File: src/rtl/dac_pb_pkg.sv
// rtl/dac_pb_pkg.sv - shared types and constants for the DAC playback engine
package dac_pb_pkg;

    typedef enum logic [1:0] {
        PB_ONESHOT  = 2'd0,
        PB_LOOP     = 2'd1,
        PB_PINGPONG = 2'd2
    } pb_mode_e;

    typedef enum logic [1:0] {
        IDLE = 2'd0,
        RUN  = 2'd1,
        DONE = 2'd2
    } pb_state_e;

    // Mid-scale code driven by an idle channel
    localparam logic [13:0] PB_IDLE_CODE = 14'h2000;

endpackage

File: src/rtl/dac_pb_channel.sv
// rtl/dac_pb_channel.sv - one playback channel: FSM, rate divider, address walker, DAC register
module dac_pb_channel
    import dac_pb_pkg::*;
#(
    parameter int                   ADDR_WIDTH = 11,
    parameter int                   DAC_WIDTH  = 14,
    parameter int                   DIV_WIDTH  = 16,
    parameter logic [DAC_WIDTH-1:0] IDLE_CODE  = PB_IDLE_CODE
) (
    input  logic                  clk_i,
    input  logic                  rst_ni,
    input  logic                  start_i,
    input  logic                  en_i,
    input  logic [1:0]            mode_i,
    input  logic [ADDR_WIDTH:0]   len_i,
    input  logic [DIV_WIDTH-1:0]  div_i,
    output logic [ADDR_WIDTH-1:0] mem_addr_o,
    output logic                  mem_rd_o,
    input  logic [15:0]           mem_data_i,
    output logic [DAC_WIDTH-1:0]  dac_o,
    output logic                  done_o,
    output logic                  run_nxt_o
);

    pb_state_e             state_q, state_d;
    logic [ADDR_WIDTH-1:0] addr_q, addr_d, nxt_addr, last_addr;
    logic                  dir_q, dir_d, nxt_dir;
    logic [DIV_WIDTH-1:0]  tick_q, tick_d, div_q, div_d;
    logic [ADDR_WIDTH:0]   len_q, len_d;
    logic [1:0]            mode_q, mode_d;
    logic                  rd_q, rd_d, done_q, done_d;
    logic                  rd_dly_q;
    logic [DAC_WIDTH-1:0]  dac_q;
    logic                  unused_hi;

    assign unused_hi = ^mem_data_i[15:DAC_WIDTH];

    // Low bits of len minus one; len = 2^ADDR_WIDTH gives the all-ones address
    assign last_addr = len_q[ADDR_WIDTH-1:0] - ADDR_WIDTH'(1);

    // Address and direction that follow the current one for the latched mode
    always_comb begin
        nxt_addr = addr_q + ADDR_WIDTH'(1);
        nxt_dir  = dir_q;
        if (mode_q == PB_LOOP) begin
            if (addr_q == last_addr) nxt_addr = '0;
        end else if (mode_q == PB_PINGPONG) begin
            if (len_q == (ADDR_WIDTH+1)'(1)) begin
                nxt_addr = '0;
            end else if (!dir_q) begin
                if (addr_q == last_addr) begin
                    nxt_dir  = 1'b1;
                    nxt_addr = addr_q - ADDR_WIDTH'(1);
                end
            end else if (addr_q == '0) begin
                nxt_dir = 1'b0;
            end else begin
                nxt_addr = addr_q - ADDR_WIDTH'(1);
            end
        end
    end

    // Channel FSM with read scheduling; mode 3 falls through as one-shot
    always_comb begin
        state_d = state_q;
        addr_d  = addr_q;
        dir_d   = dir_q;
        tick_d  = tick_q;
        rd_d    = 1'b0;
        done_d  = done_q;
        len_d   = len_q;
        mode_d  = mode_q;
        div_d   = div_q;
        if (!en_i) begin
            state_d = IDLE;
            addr_d  = '0;
            dir_d   = 1'b0;
            tick_d  = '0;
            done_d  = 1'b0;
        end else if (start_i) begin
            len_d  = len_i;
            mode_d = mode_i;
            div_d  = div_i;
            addr_d = '0;
            dir_d  = 1'b0;
            tick_d = div_i;
            if (len_i == '0) begin
                state_d = DONE;
                done_d  = 1'b1;
            end else begin
                state_d = RUN;
                done_d  = 1'b0;
                rd_d    = 1'b1;
            end
        end else if (state_q == RUN) begin
            if (rd_q && mode_q != PB_LOOP && mode_q != PB_PINGPONG && addr_q == last_addr) begin
                state_d = DONE;
                done_d  = 1'b1;
            end else if (tick_q == '0) begin
                tick_d = div_q;
                rd_d   = 1'b1;
                addr_d = nxt_addr;
                dir_d  = nxt_dir;
            end else begin
                tick_d = tick_q - DIV_WIDTH'(1);
            end
        end
    end

    // Control state register
    always_ff @(posedge clk_i or negedge rst_ni) begin
        if (!rst_ni) begin
            state_q <= IDLE;
            addr_q  <= '0;
            dir_q   <= 1'b0;
            tick_q  <= '0;
            rd_q    <= 1'b0;
            done_q  <= 1'b0;
            len_q   <= '0;
            mode_q  <= PB_ONESHOT;
            div_q   <= '0;
        end else begin
            state_q <= state_d;
            addr_q  <= addr_d;
            dir_q   <= dir_d;
            tick_q  <= tick_d;
            rd_q    <= rd_d;
            done_q  <= done_d;
            len_q   <= len_d;
            mode_q  <= mode_d;
            div_q   <= div_d;
        end
    end

    // Track the cycle read data returns and hold the last code between reads
    always_ff @(posedge clk_i or negedge rst_ni) begin
        if (!rst_ni) begin
            rd_dly_q <= 1'b0;
            dac_q    <= IDLE_CODE;
        end else if (!en_i) begin
            rd_dly_q <= 1'b0;
            dac_q    <= IDLE_CODE;
        end else begin
            rd_dly_q <= rd_q;
            if (rd_dly_q) dac_q <= mem_data_i[DAC_WIDTH-1:0];
        end
    end

    // Returning data reaches the DAC in the cycle it is valid
    assign dac_o      = rd_dly_q ? mem_data_i[DAC_WIDTH-1:0] : dac_q;
    assign mem_addr_o = addr_q;
    assign mem_rd_o   = rd_q;
    assign done_o     = done_q;
    assign run_nxt_o  = (state_d == RUN);

endmodule

File: src/rtl/dac_playback_ctrl.sv
// rtl/dac_playback_ctrl.sv - multi-channel DAC waveform playback engine
module dac_playback_ctrl
    import dac_pb_pkg::*;
#(
    parameter int                   NUM_CH     = 2,
    parameter int                   ADDR_WIDTH = 11,
    parameter int                   DAC_WIDTH  = 14,
    parameter int                   DIV_WIDTH  = 16,
    parameter logic [DAC_WIDTH-1:0] IDLE_CODE  = PB_IDLE_CODE
) (
    input  logic                           sys_clk,
    input  logic                           sys_rst_n,
    input  logic                           start_i,
    input  logic [NUM_CH-1:0]              en_i,
    input  logic [2*NUM_CH-1:0]            mode_i,
    input  logic [(ADDR_WIDTH+1)*NUM_CH-1:0] len_i,
    input  logic [DIV_WIDTH*NUM_CH-1:0]    div_i,
    output logic [ADDR_WIDTH*NUM_CH-1:0]   mem_addr_o,
    output logic [NUM_CH-1:0]              mem_rd_o,
    input  logic [16*NUM_CH-1:0]           mem_data_i,
    output logic [DAC_WIDTH*NUM_CH-1:0]    dac_o,
    output logic [NUM_CH-1:0]              done_o,
    output logic                           busy_o
);

    logic [NUM_CH-1:0] run_nxt;
    logic              busy_q;

    for (genvar i = 0; i < NUM_CH; i++) begin : g_ch
        dac_pb_channel #(
            .ADDR_WIDTH (ADDR_WIDTH),
            .DAC_WIDTH  (DAC_WIDTH),
            .DIV_WIDTH  (DIV_WIDTH),
            .IDLE_CODE  (IDLE_CODE)
        ) u_ch (
            .clk_i      (sys_clk),
            .rst_ni     (sys_rst_n),
            .start_i    (start_i),
            .en_i       (en_i[i]),
            .mode_i     (mode_i[2*i +: 2]),
            .len_i      (len_i[(ADDR_WIDTH+1)*i +: ADDR_WIDTH+1]),
            .div_i      (div_i[DIV_WIDTH*i +: DIV_WIDTH]),
            .mem_addr_o (mem_addr_o[ADDR_WIDTH*i +: ADDR_WIDTH]),
            .mem_rd_o   (mem_rd_o[i]),
            .mem_data_i (mem_data_i[16*i +: 16]),
            .dac_o      (dac_o[DAC_WIDTH*i +: DAC_WIDTH]),
            .done_o     (done_o[i]),
            .run_nxt_o  (run_nxt[i])
        );
    end

    // Busy is registered alongside the channel states it summarises
    always_ff @(posedge sys_clk or negedge sys_rst_n) begin
        if (!sys_rst_n) busy_q <= 1'b0;
        else            busy_q <= |run_nxt;
    end

    assign busy_o = busy_q;

endmodule

File: config.mk
export PLATFORM = sky130hd
export DESIGN_NAME = dac_playback_ctrl
export DESIGN_NICKNAME = d
export VERILOG_FILES = /design/src/rtl/dac_pb_pkg.sv /design/src/rtl/dac_pb_channel.sv /design/src/rtl/dac_playback_ctrl.sv
export SDC_FILE = /design/constraint.sdc
export NUM_CORES = 1
export LEC_CHECK = 0
export ABC_AREA = 1
export CAP_MARGIN = 20
export CORE_ASPECT_RATIO = 1.75
export CORE_UTILIZATION = 25
export DETAILED_ROUTE_END_ITERATION = 8
export GPL_TIMING_DRIVEN = 0
export PLACE_DENSITY = 0.46
export SETUP_SLACK_MARGIN = 0.5
export SLEW_MARGIN = 0
export SYNTH_ARGS = -nofsm -noshare
export SYNTH_HDL_FRONTEND = slang
export SYNTH_SLANG_ARGS = --single-unit
File: constraint.sdc
create_clock -name sys_clk -period 1.9 [get_ports sys_clk]
set_input_delay 0.19 -clock sys_clk [delete_from_list [all_inputs] [get_ports sys_clk]]
set_output_delay 0.19 -clock sys_clk [all_outputs]
set_load 0.1 [all_outputs]
==> metrics, run 1 <==
GR Util All Layers 0.192; ys flop type dfrtp_1; initial core utilization 0.253; largest net degree at the start of global routing 82; syn avg cell area 6.64 µm²; First DRT Iteration DRCs 399; clk root buf clkbuf_16; simple-gate area share of the yosys netlist 0.324; Detail Placement HPWL 29400 µm; Layout fillers 4334; post-synthesis register bit count 155; remaining antenna violation count 0; drt via density 4.66; max_cap viols 0; r2r startpoint g_ch[0].u_ch.len_q[3]; worst hold path class input port to flip-flop; die area 42900 µm²; PD cells 653 nW/µm²; top cells by area, synth dfrtp_1 36%, nand2_1 18%, inv_1 7.3%, o21ai_0 6.1%, nand3_1 4.9%; Leak Pwr 7.92 nW; Reg area 3960 µm²; FF-to-FF path depth 15; # setup viols final 65; Design Area, Final 16400 µm²; Nets 1965; Layout Area Growth over Synthesis 56.0%; gpl congestion 0.887; post-layout util 0.395; post-synth top area cell dfrtp_1; worst setup path start g_ch[0].u_ch.len_q[3]; instance count of the mapped netlist 1582; first-pass GRT wire length 62500 µm; Vias 11300; CTS Sinks 155; syn nets 1691; initial antenna violation count 0; IO Port Bufs 147; FMAX 429 MHz; WHS 276 ps; Final Hold Viols 0; Clock transition at path regs 70 ps; critical setup path kind flip-flop to flip-flop; Compound-Gate Fraction of Synth Area 0.135; Crit. End Element flip-flop; post-synthesis mux area share 0; die height 273 µm; Ports 152; post-synth cell types 47; post-route setup slack -432 ps; # rows 99; final slew viol count 0; sequential area share after synthesis 0.370; Least-Margin Pin Slew 712 ps; EDFF count, synth 0; share of cells above drive strength 1 0.301; Synth Area in Adders 0.0143; CTS Buf Count 17; maximum buffer depth of the clock tree 2; Multi-input gate area 6880 µm²; clk_lat worst skew 450 ps; flop2flop setup slack -430 ps; DR DRC count 0; Overflow after GRT 0; Synth Warn # 0; Inst Count DP 2285; Worst Path Arrival 2670 ps; post-synthesis xor/xnor area fraction 0.0517; Startpoint Class flip-flop; vias in the first global route 11500; maximum VDD drop 0.433 mV; chip width 157 µm; RSZ-0062 raised after global routing true; run status complete, but fails checks; final setup TNS -20530 ps; DRT Pass-1 Iters 7; top cells by count, synth 503 x nand2_1, 204 x inv_1, 153 x dfrtp_1; CTS H-Tree Depth 4; final period utilization 1.23; post-placement cell area 13100 µm²; worst reg2reg path endpoint g_ch[0].u_ch.mem_addr_o[3]; Place WS -1260 ps; CTS tree done; CP required 2240 ps; wire per inst 16.6 µm; relative slew slack 0.523; CP endpoint g_ch[0].u_ch.mem_addr_o[3]; Tmin final 2330 ps; fraction of registers with async set/reset 1.00; Design Power 10.7 mW; synthesized cell area 10500 µm²; top cell type's share of synthesized area 0.365; Core ar. 41500 µm²; largest family of logic cells by synthesized area simple AND/OR/NAND/NOR gates; Routed WL 40400 µm; Ant. Diodes 0; Max Clock Skew 15.3 ps; maximum fanout along the worst path 5; most instantiated library cell after synthesis nand2_1; post-route insts no fill 2424; failing checks negative setup slack
sequential cells by signal (all words and copies together) (netlist names):
| name | flops |
|---|---|
| busy_o | 1 |
| g_ch.u_ch.dac_q | 28 |
| g_ch.u_ch.dir_q | 2 |
| g_ch.u_ch.div_q | 32 |
| g_ch.u_ch.done_o | 2 |
| g_ch.u_ch.len_q | 24 |
| g_ch.u_ch.mem_addr_o | 22 |
| g_ch.u_ch.mem_rd_o | 2 |
| g_ch.u_ch.mode_q | 4 |
| g_ch.u_ch.rd_dly_q | 2 |
| g_ch.u_ch.state_q | 4 |
| g_ch.u_ch.tick_q | 32 |
critical path, cell delays in order, from the launching register on:
cell and delay (ps):
dfrtp_1 420, nor2_2 220, nand2_4 110, nor2_4 160, nand2_1 60, nand2_1 70, nand3_2 80, nor2_4 230
buf_6 140, nand3b_4 100, nand4_1 130, buf_4 160, buf_8 140, a21oi_2 40, nand2_1 100, nand2_1 50
worst min-delay path by stage:
stage / endpoint / start / cells past startpoint / slack, ps
5_1_grt: g_ch[1].u_ch.dac_q[13] / en_i[1] / 2 / 270
3_5_place_dp: g_ch[1].u_ch.dac_q[6] / sys_rst_n / 1 / 230
6_report: g_ch[0].u_ch.rd_dly_q / en_i[0] / 3 / 280
3_3_place_gp: g_ch[0].u_ch.div_q[2] / g_ch[0].u_ch.div_q[2] / 2 / 460
2_1_floorplan: busy_o / sys_rst_n / 0 / -110
4_1_cts: g_ch[1].u_ch.dac_q[13] / en_i[1] / 2 / 250
final cells by class:
cell class | count | share of cell area
multi-input cells | 1148 | 0.420
inverters | 214 | 0.0515
repair inverters | 1 | 0.000458
plain buffers | 65 | 0.0336
repair buffers | 254 | 0.176
clock buffers | 18 | 0.0262
clock inverters | 14 | 0.00893
flip-flops and latches | 155 | 0.242
well taps | 555 | 0.0424
layout by cell type (no fill, tap or decap), types with 8 or more instances in the layout:
cell type / count
nand2_1: 370
inv_1: 181
dfrtp_1: 123
o21ai_0: 118
clkdlybuf4s50_1: 88
nand3_1: 85
nor2_1: 83
nand2_4: 78
buf_4: 74
a21oi_1: 70
buf_6: 58
nand2_2: 54
xor2_1: 47
buf_12: 37
o21ai_1: 25
nor2_4: 24
clkbuf_16: 22
nor2_2: 22
nor3_1: 22
inv_2: 19
o21ai_2: 17
dfrtp_4: 17
nand3_2: 16
nand4_1: 16
clkbuf_1: 15
clkbuf_2: 13
dfrtp_2: 13
buf_8: 12
nor4_1: 11
xnor2_1: 9
inv_4: 8
a21oi_2: 8
clkinvlp_4: 8
o211ai_1: 8
ha_1: 8
timing repair:
action | CTS | global route
hold buffers | 1 | 0
resized for setup | 680 | 193
endpoints found under the setup margin | 202 | 105
hold endpoints to repair | 73 | 0
pin swaps | 45 | 47
setup buffers | 62 | 33
cloned | 9 | 2
layer usage:
metal | vias up | track usage | share of wire
li1 | 5590 | - | -
met1 | 5371 | 0.197 | 0.36
met2 | 250 | 0.373 | 0.56
met3 | 95 | 0.0220 | 0.027
met4 | 0 | 0.100 | 0.047
met5 | - | 0 | 0
power by group:
| group | leakage, nW | total [mW] | internal (mW) | switching [mW] |
|---|---|---|---|---|
| Combinational | 5.69 | 3.32 | 1.29 | 2.03 |
| Sequential | 1.96 | 3.84 | 3.59 | 0.249 |
| Clock | 0.265 | 3.53 | 1.94 | 1.60 |
| Total | 7.92 | 10.7 | 6.82 | 3.88 |
logic make-up (layout without fill, tap and decap cells):
| family | after synthesis | in the layout |
|---|---|---|
| compound gates | 268 | 268 |
| fa+ha+maj | 12 | 12 |
| buf+inv | 279 | 566 |
| flops | 155 | 155 |
| simple gates | 806 | 806 |
| xor+xnor | 62 | 62 |
Note: power is estimated with default switching activity, not from simulation.
==> inputs of run 2 (changes only) <==
--- a/config.mk
+++ b/config.mk
@@ -13,7 +13,6 @@
 export GPL_TIMING_DRIVEN = 0
 export PLACE_DENSITY = 0.46
 export SETUP_SLACK_MARGIN = 0.5
-export SLEW_MARGIN = 0
 export SYNTH_ARGS = -nofsm -noshare
 export SYNTH_HDL_FRONTEND = slang
 export SYNTH_SLANG_ARGS = --single-unit
==> results of run 2 <==
Same layout as run 1: the final DEF is identical, and so are final timing and power.
==> inputs of run 3 (changes only) <==
--- a/config.mk
+++ b/config.mk
@@ -11,7 +11,7 @@
 export CORE_UTILIZATION = 25
 export DETAILED_ROUTE_END_ITERATION = 8
 export GPL_TIMING_DRIVEN = 0
-export PLACE_DENSITY = 0.46
+export PLACE_DENSITY_LB_ADDON = 0.2
 export SETUP_SLACK_MARGIN = 0.5
 export SYNTH_ARGS = -nofsm -noshare
 export SYNTH_HDL_FRONTEND = slang
==> run 3 against run 2 <==
  * The run ends with design-rule violations, negative setup slack left
  * Global-route usage is 0.72 points lower
  * Final cell count decreased by 1.2%
  * First-iteration DRC count up 9.0%
  * Critical path depth grew 2
  * Sequential cell count unchanged
  * Highest routed layer unchanged
==> metrics, run 3 (same netlist as run 1, synthesis figures left out) <==
wire per inst 16.5 µm (was 16.6 µm); Startpoint Class flip-flop (unchanged); maximum fanout along the worst path 6 (was 5); Critical Path, Cell by Cell inv_2 > ha_4 > inv_2 > nand2_1 > nand2_1 > nor2_2 > nand2_1 > nor2_2 > nand2_2 > nor2_4 > nand3_4 > nor2_4 > buf_6 > o21ai_4 > buf_6 > o21ai_1 > o21ai_1 (was nor2_2 > nand2_4 > nor2_4 > nand2_1 > nand2_1 > nand3_2 > nor2_4 > buf_6 > nand3b_4 > nand4_1 > buf_4 > buf_8 > a21oi_2 > nand2_1 > nand2_1); remaining antenna violation count 0 (unchanged); Ant. Diodes 0 (unchanged); Vias 11200 (was 11300); clk_lat worst skew 460 ps (was 450 ps); Inst Count DP 2285 (unchanged); largest registers g_ch.u_ch.div_q (32), g_ch.u_ch.tick_q (32), g_ch.u_ch.dac_q (28) (unchanged); final setup TNS -21360 ps (was -20530 ps); FF-to-FF path depth 17 (was 15); relative slew slack 0.497 (was 0.523); WP buf/inv 4 (was 3); first-pass GRT wire length 59900 µm (was 62500 µm); CTS H-Tree Depth 4 (unchanged); DRT Pass-1 Iters 7 (unchanged); worst hold path class input port to flip-flop (unchanged); Crit path max-delay family simple AND/OR/NAND/NOR gates (unchanged); GRT Max-Usage Layer met2 (unchanged); Tmin final 2340 ps (was 2330 ps); met1 Use GR 0.182 (was 0.197); most common cell after layout, fill and taps aside nand2_1 (unchanged); final period utilization 1.23 (about the same); maximum VDD drop 0.545 mV (was 0.433 mV); final slew viol count 0 (unchanged); initial antenna violation count 0 (unchanged); Design Power 10.8 mW (was 10.7 mW); share of cells above drive strength 1 0.295 (was 0.301); failing checks design-rule violations, negative setup slack (was negative setup slack); chip width 157 µm (unchanged); Hold Path Sink g_ch[0].u_ch.rd_dly_q (unchanged); clk root buf clkbuf_16 (unchanged); initial core utilization 0.253 (unchanged); Hold Path Stages 3 (unchanged); post-placement cell area 13100 µm² (unchanged); HP Start en_i[0] (unchanged); most frequent cells in the layout 361 x nand2_1, 183 x inv_1, 124 x dfrtp_1, 117 x o21ai_0 (was 370 x nand2_1, 181 x inv_1, 123 x dfrtp_1, 118 x o21ai_0, 88 x clkdlybuf4s50_1); M3 GR Usage 0.0282 (was 0.0220); # rows 99 (unchanged); CP required 2230 ps (was 2240 ps); vias in the first global route 11300 (was 11500); post-route insts no fill 2396 (was 2424); GR Layer Usage met2 0.364 (was 0.373); IO Port Bufs 147 (unchanged); # setup viols final 65 (unchanged); Crit. End Element flip-flop (unchanged); Routed WL 39700 µm (was 40400 µm); CTS tree done (unchanged); crit-path max cell delay 370 ps (was 420 ps); RSZ-0062 raised after global routing true (unchanged); GR Util All Layers 0.185 (was 0.192); drt via density 4.69 (was 4.66); r2r startpoint g_ch[1].u_ch.len_q[1] (was g_ch[0].u_ch.len_q[3]); CTS Sinks 155 (unchanged); Overflow after GRT 0 (unchanged); Core ar. 41500 µm² (unchanged); Detail Placement HPWL 28900 µm (was 29400 µm); Final Hold Viols 0 (unchanged); flop2flop setup slack -440 ps (was -430 ps); WHS 259 ps (was 276 ps); max_cap viols 0 (unchanged); largest net degree at the start of global routing 81 (was 82); PD cells 660 nW/µm² (was 653 nW/µm²); post-layout util 0.393 (was 0.395); Ports 152 (unchanged); die area 42900 µm² (unchanged); CP max stage cell dfrtp_1 (unchanged); Layout Area Growth over Synthesis 55.4% (was 56.0%); Design Area, Final 16300 µm² (was 16400 µm²); FMAX 428 MHz (was 429 MHz); Clock transition at path regs 80 ps (was 70 ps); Least-Margin Pin Slew 754 ps (was 712 ps); Place WS -1250 ps (was -1260 ps); maximum buffer depth of the clock tree 2 (unchanged); run status complete, but fails checks (unchanged); Max Clock Skew 15.9 ps (was 15.3 ps); cell mode on critical path nand2_1 (unchanged); DR DRC count 1 (was 0); Nets 1937 (was 1965); die height 273 µm (unchanged); post-route setup slack -438 ps (was -432 ps); First DRT Iteration DRCs 435 (was 399); worst reg2reg path endpoint g_ch[1].u_ch.tick_q[10] (was g_ch[0].u_ch.mem_addr_o[3]); CTS Buf Count 17 (unchanged); critical setup path kind flip-flop to flip-flop (unchanged); Leak Pwr 7.87 nW (was 7.92 nW); Worst Path Arrival 2670 ps (about the same); gpl congestion 0.890 (was 0.887)
[run 3: cell types whose count changed in the layout (fill, tap and decap cells not counted), sizes merged]
| cell | change |
|---|---|
| dlygate4sd2 | +1 |
| buf | -31 |
| clkinvlp | -4 |
| clkdlybuf4s15 | -1 |
| inv | +5 |
| clkbuf | +2 |
[run 3: worst max-delay path by stage]
stage / start / end / slack, ps / cells after the start
2_1_floorplan: g_ch[0].u_ch.mem_addr_o[0] / g_ch[0].u_ch.mem_addr_o[7] / -260 / 14
3_3_place_gp: sys_rst_n / g_ch[1].u_ch.mem_addr_o[1] / -7830 / 1
3_5_place_dp: en_i[1] / g_ch[1].u_ch.mem_addr_o[10] / -1250 / 8
4_1_cts: g_ch[1].u_ch.len_q[1] / g_ch[1].u_ch.mem_addr_o[3] / -390 / 18
5_1_grt: g_ch[1].u_ch.len_q[1] / g_ch[1].u_ch.tick_q[10] / -600 / 17
6_report: g_ch[1].u_ch.len_q[1] / g_ch[1].u_ch.tick_q[10] / -440 / 17
[run 3: layer usage]
metal | up-vias | share of wire | routed length, µm
met5 | - | 0 | 0
met4 | 0 | 0.042 | 1680
met3 | 91 | 0.028 | 1120
met2 | 243 | 0.57 | 22600
met1 | 5372 | 0.36 | 14200
li1 | 5523 | - | -
[run 3: where the power goes]
group / internal [mW] / leakage [nW] / switching (mW)
registers: 3.59 / 1.97 / 0.262
logic: 1.25 / 5.61 / 2.01
clock network: 1.99 / 0.290 / 1.67
total: 6.83 / 7.87 / 3.94
[run 3: final cells by class]
| class | instances | area (µm²) |
|---|---|---|
| clock buffers | 17 | 425 |
| clock inverters | 15 | 176 |
| flip-flops and latches | 155 | 3960 |
| plain buffers | 65 | 547 |
| fillers | 4337 | 25200 |
| repair buffers | 226 | 2670 |
| well taps | 555 | 694 |
| inverters | 214 | 853 |
| repair inverters | 1 | 7.51 |
| multi-input cells | 1148 | 6990 |
[run 3: timing repair]
| item | 4_1_cts | 5_1_grt |
|---|---|---|
| gates resized for setup | 639 | 250 |
| setup buffers | 41 | 24 |
| endpoints found under the hold margin | 74 | 0 |
| hold buffers | 1 | 0 |
| pin swaps | 59 | 81 |
| endpoints found under the setup margin | 189 | 112 |
| cloned | 7 | 6 |
[run 3: tightest hold or removal path, delay by kind of cell]
kind                   cells  cell delay (ps)
AND/OR/NAND/NOR            1              100
buffers and inverters      2              390
